### src/rtl/exc_ctrl.sv
// Exception-entry sequencer: arbitrates SWI/FIQ/IRQ at instruction boundaries
// and drives the three-cycle entry (save LR/SPSR, switch mode, load vector).
// Optional feature macro: IRQ_SYNC_EN adds 2-flop synchronizers on irq/firq.
module exc_ctrl #(
  parameter logic [31:0] VEC_BASE = 32'h0000_0000,
  parameter logic [31:0] SWI_OFS  = 32'h0000_0008,
  parameter logic [31:0] IRQ_OFS  = 32'h0000_0018,
  parameter logic [31:0] FIQ_OFS  = 32'h0000_001C
) (
  input  logic        clk,
  input  logic        reset,
  input  logic        irq,
  input  logic        firq,
  input  logic        swi_req,
  input  logic        instr_done,
  input  logic [31:0] pc_in,
  input  logic [31:0] cpsr_in,
  output logic        stall,
  output logic        lr_we,
  output logic [31:0] lr_data,
  output logic        spsr_we,
  output logic [31:0] spsr_data,
  output logic        mode_we,
  output logic [4:0]  mode_out,
  output logic        set_i,
  output logic        set_f,
  output logic        pc_load,
  output logic [31:0] pc_vector,
  output logic [1:0]  exc_cause
);

  localparam logic [1:0] CAUSE_NONE = 2'b00;
  localparam logic [1:0] CAUSE_SWI  = 2'b01;
  localparam logic [1:0] CAUSE_IRQ  = 2'b10;
  localparam logic [1:0] CAUSE_FIQ  = 2'b11;

  localparam logic [4:0] MODE_FIQ = 5'h11;
  localparam logic [4:0] MODE_IRQ = 5'h12;
  localparam logic [4:0] MODE_SVC = 5'h13;

  typedef enum logic [1:0] {
    IDLE   = 2'd0,
    SAVE   = 2'd1,
    SWITCH = 2'd2,
    VECTOR = 2'd3
  } state_t;

  state_t     state;
  logic       irq_q;
  logic       firq_q;
  logic [1:0] dec;

`ifdef IRQ_SYNC_EN
  logic [1:0] irq_sync;
  logic [1:0] firq_sync;

  // Two-flop synchronizers for the asynchronous interrupt pins
  always_ff @(posedge clk) begin
    if (reset) begin
      irq_sync  <= 2'b00;
      firq_sync <= 2'b00;
    end else begin
      irq_sync  <= {irq_sync[0], irq};
      firq_sync <= {firq_sync[0], firq};
    end
  end

  assign irq_q  = irq_sync[1];
  assign firq_q = firq_sync[1];
`else
  assign irq_q  = irq;
  assign firq_q = firq;
`endif

  // Boundary arbitration: SWI belongs to the retiring instruction, then FIQ, then IRQ
  always_comb begin
    dec = CAUSE_NONE;
    if (swi_req) begin
      dec = CAUSE_SWI;
    end else if (firq_q && !cpsr_in[6]) begin
      dec = CAUSE_FIQ;
    end else if (irq_q && !cpsr_in[7]) begin
      dec = CAUSE_IRQ;
    end
  end

  // Entry sequencer; outputs are registered alongside the state they belong to
  always_ff @(posedge clk) begin
    if (reset) begin
      state     <= IDLE;
      stall     <= 1'b0;
      lr_we     <= 1'b0;
      lr_data   <= 32'h0;
      spsr_we   <= 1'b0;
      spsr_data <= 32'h0;
      mode_we   <= 1'b0;
      mode_out  <= 5'h0;
      set_i     <= 1'b0;
      set_f     <= 1'b0;
      pc_load   <= 1'b0;
      pc_vector <= 32'h0;
      exc_cause <= CAUSE_NONE;
    end else begin
      stall     <= 1'b0;
      lr_we     <= 1'b0;
      lr_data   <= 32'h0;
      spsr_we   <= 1'b0;
      spsr_data <= 32'h0;
      mode_we   <= 1'b0;
      mode_out  <= 5'h0;
      set_i     <= 1'b0;
      set_f     <= 1'b0;
      pc_load   <= 1'b0;
      pc_vector <= 32'h0;
      case (state)
        IDLE: begin
          if (instr_done && (dec != CAUSE_NONE)) begin
            state     <= SAVE;
            stall     <= 1'b1;
            lr_we     <= 1'b1;
            spsr_we   <= 1'b1;
            lr_data   <= pc_in + ((dec == CAUSE_SWI) ? 32'd4 : 32'd8);
            spsr_data <= cpsr_in;
            exc_cause <= dec;
          end
        end
        SAVE: begin
          state   <= SWITCH;
          stall   <= 1'b1;
          mode_we <= 1'b1;
          set_i   <= 1'b1;
          set_f   <= (exc_cause == CAUSE_FIQ);
          case (exc_cause)
            CAUSE_FIQ: mode_out <= MODE_FIQ;
            CAUSE_IRQ: mode_out <= MODE_IRQ;
            default:   mode_out <= MODE_SVC;
          endcase
        end
        SWITCH: begin
          state   <= VECTOR;
          stall   <= 1'b1;
          pc_load <= 1'b1;
          case (exc_cause)
            CAUSE_FIQ: pc_vector <= VEC_BASE + FIQ_OFS;
            CAUSE_IRQ: pc_vector <= VEC_BASE + IRQ_OFS;
            default:   pc_vector <= VEC_BASE + SWI_OFS;
          endcase
        end
        VECTOR: begin
          state     <= IDLE;
          exc_cause <= CAUSE_NONE;
        end
        default: begin
          state     <= IDLE;
          exc_cause <= CAUSE_NONE;
        end
      endcase
    end
  end

endmodule

### config.mk
export PLATFORM = sky130hd
export DESIGN_NAME = exc_ctrl
export DESIGN_NICKNAME = d
export VERILOG_FILES = /design/src/rtl/exc_ctrl.sv
export SDC_FILE = /design/constraint.sdc
export NUM_CORES = 1
export LEC_CHECK = 0
export ABC_AREA = 1
export CORE_ASPECT_RATIO = 0.5
export CORE_MARGIN = 2
export CORE_UTILIZATION = 40
export DETAILED_ROUTE_END_ITERATION = 10
export GPL_TIMING_DRIVEN = 1
export PLACE_DENSITY_LB_ADDON = 0.15
export SLEW_MARGIN = 15
export SYNTH_ARGS = -nofsm -noshare
export SYNTH_HDL_FRONTEND = slang
export SYNTH_SLANG_ARGS = --single-unit
### constraint.sdc
create_clock -name clk -period 1.7 [get_ports clk]
set_input_delay 0.17 -clock clk [delete_from_list [all_inputs] [get_ports clk]]
set_output_delay 0.17 -clock clk [all_outputs]
set_load 0.005 [all_outputs]
* After elaboration in Yosys (flattened, before gate mapping)
Cells that the tools add are included.
** Operators by class
- Bitwise gates (word level) :: 4
- $add $sub $neg :: 1
- Reduce and logical (&&, ||, !) cells :: 14
- Mux-type cells :: 14
- Eq/ne operators :: 7
** Operators by type and width (number)
- $add 32x4->32 :: 1
- $mux 2 :: 5
- $pmux 5 s2 :: 1
- $eq 2x2->1 const B :: 4
- $pmux 2 s2 :: 2
- $pmux 2 s4 :: 1
- $reduce_or 2->1 :: 4
- $eq 2x1->1 const B :: 2
- $mux 4 :: 1
- $not 1->1 :: 4
- $reduce_bool 2->1 :: 2
- $logic_and 1x1->1 :: 3
- $mux 1 :: 3
- $reduce_or 3->1 :: 1
- $logic_not 1->1 :: 2
- $logic_not 2->1 :: 1
- $ne 2x2->1 const B :: 1
- $pmux 1 s2 :: 1
- $reduce_and 2->1 :: 1
** Word-level totals
- Word-level logic and storage cells :: 51
- Register bits :: 110
- Output and inout bits :: 110
- Input bits :: 70

* Depth between registers and ports, before layout
Gate-level depths: netlist of run 1.
- Word-level depth :: 9
- Mapped depth :: 9
- Mapped depth without buffers :: 9

* Worst setup path before layout of run 1
No wires, ideal clock.
- Path kind :: input-to-reg
- From :: input port swi_req
- To :: register lr_data[16]
- Slack :: 147 ps
- Data required time :: 1585 ps
- Stages :: 9
- Buffers on the path :: 0
- Arrival time :: 1438 ps
- Setup time :: 115 ps
- Path through :: ha_1 inv_1 fa_1 nor2_4 nand2_4 nor2_8 nand2_1 o21ai_1 nor2_1
** Between the ends
- Cells in the longest elaborated chain, start to end :: 5
- Elaborated cells between the ends (all ways) :: 8
- Classes of those cells :: 1 x add/sub; 1 x eq/ne; 2 x mux; 1 x bitwise; 3 x reduce/logical
** Ends and longest elaborated chain
- start: declaration :: RTL line 14 : input logic swi_req,
- $mux 2 * :: RTL line 78 : if (swi_req) begin
- parallel branches: the longest is 4 deep, another holds $add 32x4->32
- end signal: assignment :: RTL line 122 : lr_data <= pc_in + ((dec == CAUSE_SWI) ? 32'd4 : 32'd8);
- end: declaration :: RTL line 20 : output logic [31:0] lr_data,
Mark *: on every way between the ends.
A chain may end at the register's enable or synchronous reset.

* Final worst setup path of run 1
- From :: input port pc_in[2]
- To :: register lr_data[16]
** Between the ends
- Cells in the longest elaborated chain, start to end :: 1
** Ends and longest elaborated chain
- start: declaration :: RTL line 16 : input logic [31:0] pc_in,
- $add 32x4->32 :: RTL line 122
Every way passes these cells.

==> metrics.md, run 1 <==
| Metric | Value |
|---|---|
| Data arrival, critical path | `1830 ps` |
| Crit start category | `input port` |
| Sequential-to-total area share from yosys stat | `0.449` |
| Fin crit period | `1600 ps` |
| CTS tree | `done` |
| Inserted Diodes | `0` |
| Ys Warns | `0` |
| Total track usage | `0.185` |
| Pins Over Slew Limit | `0` |
| Commonest cells after routing, fill and taps aside | `clkdlybuf4s50_1 (147), nor2_1 (98), nand2_1 (90)` |
| Post-synthesis register bit count | `79` |
| Top cell type's share of synthesized area | `0.449` |
| Placed instance area | `5160 sq um` |
| Tcrit/Tclk final | `0.944` |
| Sw Pwr | `0.00144 W` |
| Die Ht | `70.3 microns` |
| Crit. End Element | `flop` |
| Grt total ovfl | `0` |
| Setup slack, reg-to-reg | `320 ps` |
| Hold path start | `swi_req` |
| Highest net fanout along the worst path | `5` |
| Post-Syn Area | `3520 sq um` |
| Mux contribution to synthesized area | `0` |
| Fin. Hold Viols | `0` |
| Synth Area in Compound Gates | `0.0416` |
| DRC Markers | `0` |
| Antenna violations before repair | `0` |
| Max cap viols | `0` |
| CP Data Required Time | `1920 ps` |
| First-pass DRT Iterations | `4` |
| Async S/R FF share, synth | `0` |
| Global-route wire length before repair | `13.8 mm` |
| Nets@finish | `717` |
| Top_reg_cell synth | `dfxtp_1` |
| RSZ-0062 raised after global routing | `no` |
| Post-DR wirelength/cell | `11.5 microns` |
| Post-synth EDFFs | `0` |
| Synth area leader | `dfxtp_1` |
| CTS max path bufs | `2` |
| Largest net degree at the start of global routing | `31` |
| Final setup viols | `0` |
| Switch share | `0.260` |
| Fin Hold WS | `255 ps` |
| Mean Syn Cell Area | `7.60 sq um` |
| Power Dens Cells | `1010 nW/um^2` |
| Area grow syn2layout | `56.7%` |
| Sequential share of power | `0.388` |
| Clock Skew | `4.26 ps` |
| Core area | `8620 sq um` |
| # fillers | `808` |
| XOR/XNOR Fraction of Synth Area | `0.0224` |
| H-tree depth | `3` |
| Depth of the most critical reg-to-reg path | `5` |
| Initial Util | `0.408` |
| Num CTS Buffers | `9` |
| Fmax | `623 MHz` |
| Via count | `3233` |
| Static leakage | `2.49 nW` |
| Status | `finished clean` |
| Via density | `4.25` |
| Top-level I/O count | `180` |
| Layout cells sized above 1 | `0.109` |
| GP Congestion | `0.889` |
| PortBufs | `148` |
| Synth Instances | `463` |
| Clock share of power | `0.373` |
| Most common cell after layout, fill and taps aside | `clkdlybuf4s50_1` |
| DRT Wirelength | `8.74 mm` |
| P_int | `0.00411 W` |
| Post-synth cell types | `33` |
| Post-Synth Simple-Gate Area | `0.289` |
| # hold bufs at CTS | `0` |
| WS Path Type | `in -> reg` |
| Adder-cell share of the synthesized area | `0.0306` |
| Antenna-violating nets left | `0` |
| Iteration-0 DRC Markers | `137` |
| Worst min-delay path class | `in -> reg` |
| Full die area | `9610 sq um` |
| Max VDD drop | `0.571 mV` |
| Final non-filler cell area | `5520 sq um` |
| Sinks on Clock Net | `79` |
| Root buffer cell | `clkbuf_16` |
| Number of cell rows | `24` |
| Die W | `137 microns` |
| Largest family of logic cells by synthesized area | `simple AND/OR/NAND/NOR gates` |
| Detail Placement HPWL | `7.00 mm` |
| Skew-Pair Late Insertion Delay | `330 ps` |
| Hold Path Cell Cnt | `4` |
| Critical R2R Capture | `exc_cause[1]$_SDFFE_PP0P_` |
| Critical R2R Launch | `state[0]$_SDFFE_PP0P_` |
| Hold endpoint | `lr_data[2]$_SDFF_PP0_` |
| Top post-synthesis cells by area | `dfxtp_1 (45%), nor2_1 (10%), nand2_1 (9.7%), inv_1 (7.4%), buf_4 (7.0%)` |
| Clock-pin slew on the worst setup and hold paths | `60 ps` |
| Number of global-route vias before repair | `2961` |
| Comb power frac | `0.239` |
[power by group through the flow]
stage	logic [W]	clock network, W	registers (W)
finish	0.00132	0.00207	0.00215
global route	0.00148	0.00219	0.00218
CTS	0.00134	0.00212	0.00216
detailed placement	0.00133	0	0.00220
global placement	0.00131	0	0.00219
floorplan	0.000612	0	0.00221
[layer usage]
layer / vias to the layer above / share of wire / global-route usage
met5: - / 0 / 0
met4: 0 / 0.0096 / 0.0521
met3: 9 / 0.079 / 0.0639
met2: 124 / 0.47 / 0.322
met1: 1425 / 0.45 / 0.217
li1: 1675 / - / -
[metrics by stage]
| stage | setup TNS, ps | cells | total power (W) | util | setup WS (ps) |
|---|---|---|---|---|---|
| 6_report | 0 | 761 | 0.00555 | 0.640 | 95.8 |
| 5_1_grt | 0 | 761 | 0.00584 | 0.640 | 29.5 |
| 4_1_cts | 0 | 761 | 0.00561 | 0.638 | 70.9 |
| 3_5_place_dp | -6580 | 743 | 0.00353 | 0.599 | -381 |
| 3_3_place_gp | -6100 | 743 | 0.00351 | 0.599 | -353 |
| 2_1_floorplan | 0 | 493 | 0.00283 | - | 147 |
[state kept, by name, indices dropped and copies added (netlist names)]
register and cells:
pc_load 1, state 2, exc_cause 2, mode_out 3, stall 1, spsr_we 1, spsr_data 32, lr_data 32
set_f 1, set_i 1, pc_vector 3
[layout make-up]
class,count,area (sq um),area share
clock buffer,10,229,0.0415
clock inverter,6,92.6,0.0168
inverter,71,269,0.0488
multi-input combinational,304,1480,0.268
sequential,79,1580,0.287
tap,117,146,0.0265
timing repair buffer,174,1720,0.312
[synth_stat cells (2+ instances only)]
| cell type | n |
|---|---|
| nor2_1 | 98 |
| nand2_1 | 91 |
| dfxtp_1 | 79 |
| inv_1 | 69 |
| buf_4 | 33 |
| nand3_1 | 17 |
| a21oi_1 | 14 |
| ha_1 | 7 |
| buf_6 | 6 |
| nor2_2 | 5 |
| xnor2_1 | 5 |
| a21oi_2 | 4 |
| nor2_4 | 4 |
| xor2_1 | 4 |
| nand2_2 | 3 |
| o21ai_0 | 3 |
| or2_2 | 3 |
| nor2_8 | 2 |
| nor3_1 | 2 |
[worst max path at each step]
stage	startpoint	to	slack, ps	cells past startpoint
CTS	swi_req	lr_data[16]$_SDFF_PP0_	70	10
global placement	swi_req	lr_data[16]$_SDFF_PP0_	-350	10
detailed placement	swi_req	lr_data[16]$_SDFF_PP0_	-380	10
floorplan	swi_req	lr_data[16]$_SDFF_PP0_	150	9
finish	pc_in[2]	lr_data[16]$_SDFF_PP0_	100	10
global route	pc_in[2]	lr_data[16]$_SDFF_PP0_	30	10
[worst max-delay path, stage by stage]
cell	delay (ps)
clkdlybuf4s50_1	460
ha_1	160
inv_1	60
fa_2	370
nor2_4	170
nand2_4	90
nor2_8	120
nand2_1	60
o21ai_1	110
nor2_1	60
[cell families (layout without fill, tap and decap cells)]
logic type,Yosys count,in the layout
adders and majority gates,8,8
DFF,79,79
AOI/OAI and AO/OA,25,25
xor gates and xnor gates,9,9
and+or+nand+nor,231,231
buffers and inverters,110,261
other,1,31
[timing repair]
action / in CTS / in global routing
pin swaps: 1 / 3
setup buffers: 2 / 0
resized for setup: 1 / 4
setup endpoints to repair: 2 / 6
No activity file was read; power rests on OpenSTA's default activity.
==> inputs of run 2 (changes only) <==
--- a/config.mk
+++ b/config.mk
@@ -12,6 +12,7 @@
 export DETAILED_ROUTE_END_ITERATION = 10
 export GPL_TIMING_DRIVEN = 1
 export PLACE_DENSITY_LB_ADDON = 0.15
+export RECOVER_POWER = 50
 export SLEW_MARGIN = 15
 export SYNTH_ARGS = -nofsm -noshare
 export SYNTH_HDL_FRONTEND = slang
==> run 2 against run 1 <==
  * First-iteration DRC count up 8.0%
  * Cell count unchanged
  * Power down 1.6%
  * Non-clock buffer count unchanged
  * Clock power about the same
  * Cell area down 0.23%
  * Worst setup slack better by 2.3 ps
  * Global-route usage unchanged
  * Combinational power down 5%
  * Register-to-register slack worse by 70 ps
  * Largest power group unchanged
==> metrics.md, run 2 (synthesized netlist as in run 1, its figures left out) <==
| Metric | Value |
|---|---|
| Status | `finished clean` |
| Crit start category | `input port` |
| Root buffer cell | `clkbuf_16` |
| H-tree depth | `3` |
| Top-level I/O count | `180` |
| Crit path buf inv count | `2` |
| Clock Skew | `4.61 ps` |
| Number of global-route vias before repair | `2961` |
| Total Neg Setup Slack | `0 ps` |
| Worst min-delay path class | `in -> reg` |
| Via count | `3212` |
| Inserted Diodes | `0` |
| Post-DR wirelength/cell | `11.5 microns` |
| WS Path Type | `in -> reg` |
| Max VDD drop | `0.570 mV` |
| Layout cells sized above 1 | `0.107` |
| Critical R2R Capture | `spsr_data[6]$_SDFF_PP0_` |
| Num CTS Buffers | `9` |
| Full die area | `9610 sq um` |
| Global-route wire length before repair | `13.8 mm` |
| Initial Util | `0.408` |
| Critical path depth in cells | `10` |
| CTS tree | `done` |
| Pins Over Slew Limit | `0` |
| Post-Place Setup Slack | `-381 ps` |
| CP max stage delay | `460 ps` |
| RSZ-0062 raised after global routing | `no` |
| Area grow syn2layout | `56.3%` |
| Highest net fanout along the worst path | `5` |
| Die W | `137 microns` |
| Max cap viols | `0` |
| CP Data Required Time | `1920 ps` |
| Clock-pin slew on the worst setup and hold paths | `60 ps` |
| Tcrit/Tclk final | `0.942` |
| Largest regs | `lr_data: 32 flops, spsr_data: 32 flops` |
| Antenna-violating nets left | `0` |
| Fin crit period | `1600 ps` |
| Critical Path End | `lr_data[16]$_SDFF_PP0_` |
| Most common cell after layout, fill and taps aside | `nor2_1` |
| Hold path start | `swi_req` |
| # hold bufs at CTS | `0` |
| Fmax | `624 MHz` |
| CTS max path bufs | `2` |
| Die Ht | `70.3 microns` |
| Power Dens Cells | `993 nW/um^2` |
| Top delay family on crit path | `adder cells` |
| Iteration-0 DRC Markers | `148` |
| Via density | `4.22` |
| Setup slack, reg-to-reg | `250 ps` |
| Data arrival, critical path | `1830 ps` |
| GP Congestion | `0.889` |
| CP Launch Point | `pc_in[2]` |
| Largest net degree at the start of global routing | `31` |
| Critical R2R Launch | `state[0]$_SDFFE_PP0P_` |
| Number of cell rows | `24` |
| Nets@finish | `717` |
| DRT Wirelength | `8.73 mm` |
| Final setup viols | `0` |
| Crit. End Element | `flop` |
| Utilization after layout | `0.639` |
| Slowest-stage cell, CP | `clkdlybuf4s50_1` |
| Grt total ovfl | `0` |
| Depth of the most critical reg-to-reg path | `7` |
| Worst setup margin | `98.0 ps` |
| Commonest cells after routing, fill and taps aside | `nor2_1 (98), nand2_1 (90), dfxtp_1 (79), clkdlybuf4s50_1 (79), inv_1 (69)` |
| Fin. Hold Viols | `0` |
| Antenna violations before repair | `0` |
| DRC Markers | `0` |
| CP Cell Sequence | `clkdlybuf4s50_1 > ha_1 > inv_1 > fa_2 > nor2_4 > nand2_4 > nor2_8 > nand2_1 > o21ai_1 > nor2_1` |
| Sinks on Clock Net | `79` |
| Static leakage | `2.70 nW` |
| First-pass DRT Iterations | `4` |
| Total track usage | `0.185` |
| Core area | `8620 sq um` |
| Detail Placement HPWL | `7.00 mm` |
| PortBufs | `148` |
| Skew-Pair Late Insertion Delay | `330 ps` |
[run 2: changes by cell type in the layout (fill, tap and decap cells not counted), sizes merged]
cell           change
dlygate4sd3       +68
clkdlybuf4s50     -68
[run 2: cell type report]
| class | count | area (sq um) |
|---|---|---|
| well taps | 117 | 146 |
| clock buffers | 10 | 229 |
| repair buffers | 174 | 1720 |
| inverters | 71 | 269 |
| flip-flops and latches | 79 | 1580 |
| fillers | 810 | 3120 |
| clock inverters | 6 | 92.6 |
| multi-input cells | 304 | 1460 |
[run 2: per-stage QoR]
| step | area (sq um) | cells | hold WS (ps) | total power (W) |
|---|---|---|---|---|
| 3_5_place_dp | 5160 | 743 | 475 | 0.00353 |
| 2_1_floorplan | 3630 | 493 | 242 | 0.00283 |
| 3_3_place_gp | 5160 | 743 | 477 | 0.00351 |
| 6_report | 5500 | 761 | 252 | 0.00546 |
| 5_1_grt | 5500 | 761 | 293 | 0.00576 |
| 4_1_cts | 5500 | 761 | 344 | 0.00561 |
[run 2: timing repair]
item / 4_1_cts / 5_1_grt
endpoints found under the hold margin: 0 / 0
resized for setup: 1 / 4
endpoints found under the setup margin: 2 / 6
buffers inserted: 2 / 0
pin swaps: 1 / 3
[run 2: worst min path at each step]
| stage | to | slack, ps | cells past startpoint |
|---|---|---|---|
| final | lr_data[2]$_SDFF_PP0_ | 250 | 4 |
| after floorplan | pc_load$_SDFF_PP0_ | 240 | 1 |
| after global placement | mode_out[1]$_SDFF_PP0_ | 480 | 1 |
| after detailed placement | mode_out[1]$_SDFF_PP0_ | 480 | 1 |
| after CTS | spsr_data[25]$_SDFF_PP0_ | 340 | 3 |
| after global routing | lr_data[2]$_SDFF_PP0_ | 290 | 4 |
[run 2: worst register-to-register path: cells and delay by family (launching register included)]
kind / cells / cell delay, ps
flops: 1 / 380
buf+inv: 3 / 390
fa+ha+maj: 1 / 230
simple gates: 3 / 340
[run 2: routing by layer]
metal	vias to the layer above	global-route usage	routed length, microns
li1	1673	-	-
met1	1411	0.217	3900
met2	120	0.322	4060
met3	8	0.0639	678
met4	0	0.0521	81
met5	-	0	0
[run 2: report_power, final]
| part | leakage (nW) | switching [W] | internal [W] |
|---|---|---|---|
| combinational | 1.91 | 0.000571 | 0.000674 |
| sequential | 0.643 | 0.0000756 | 0.00207 |
| clock | 0.150 | 0.000777 | 0.00130 |
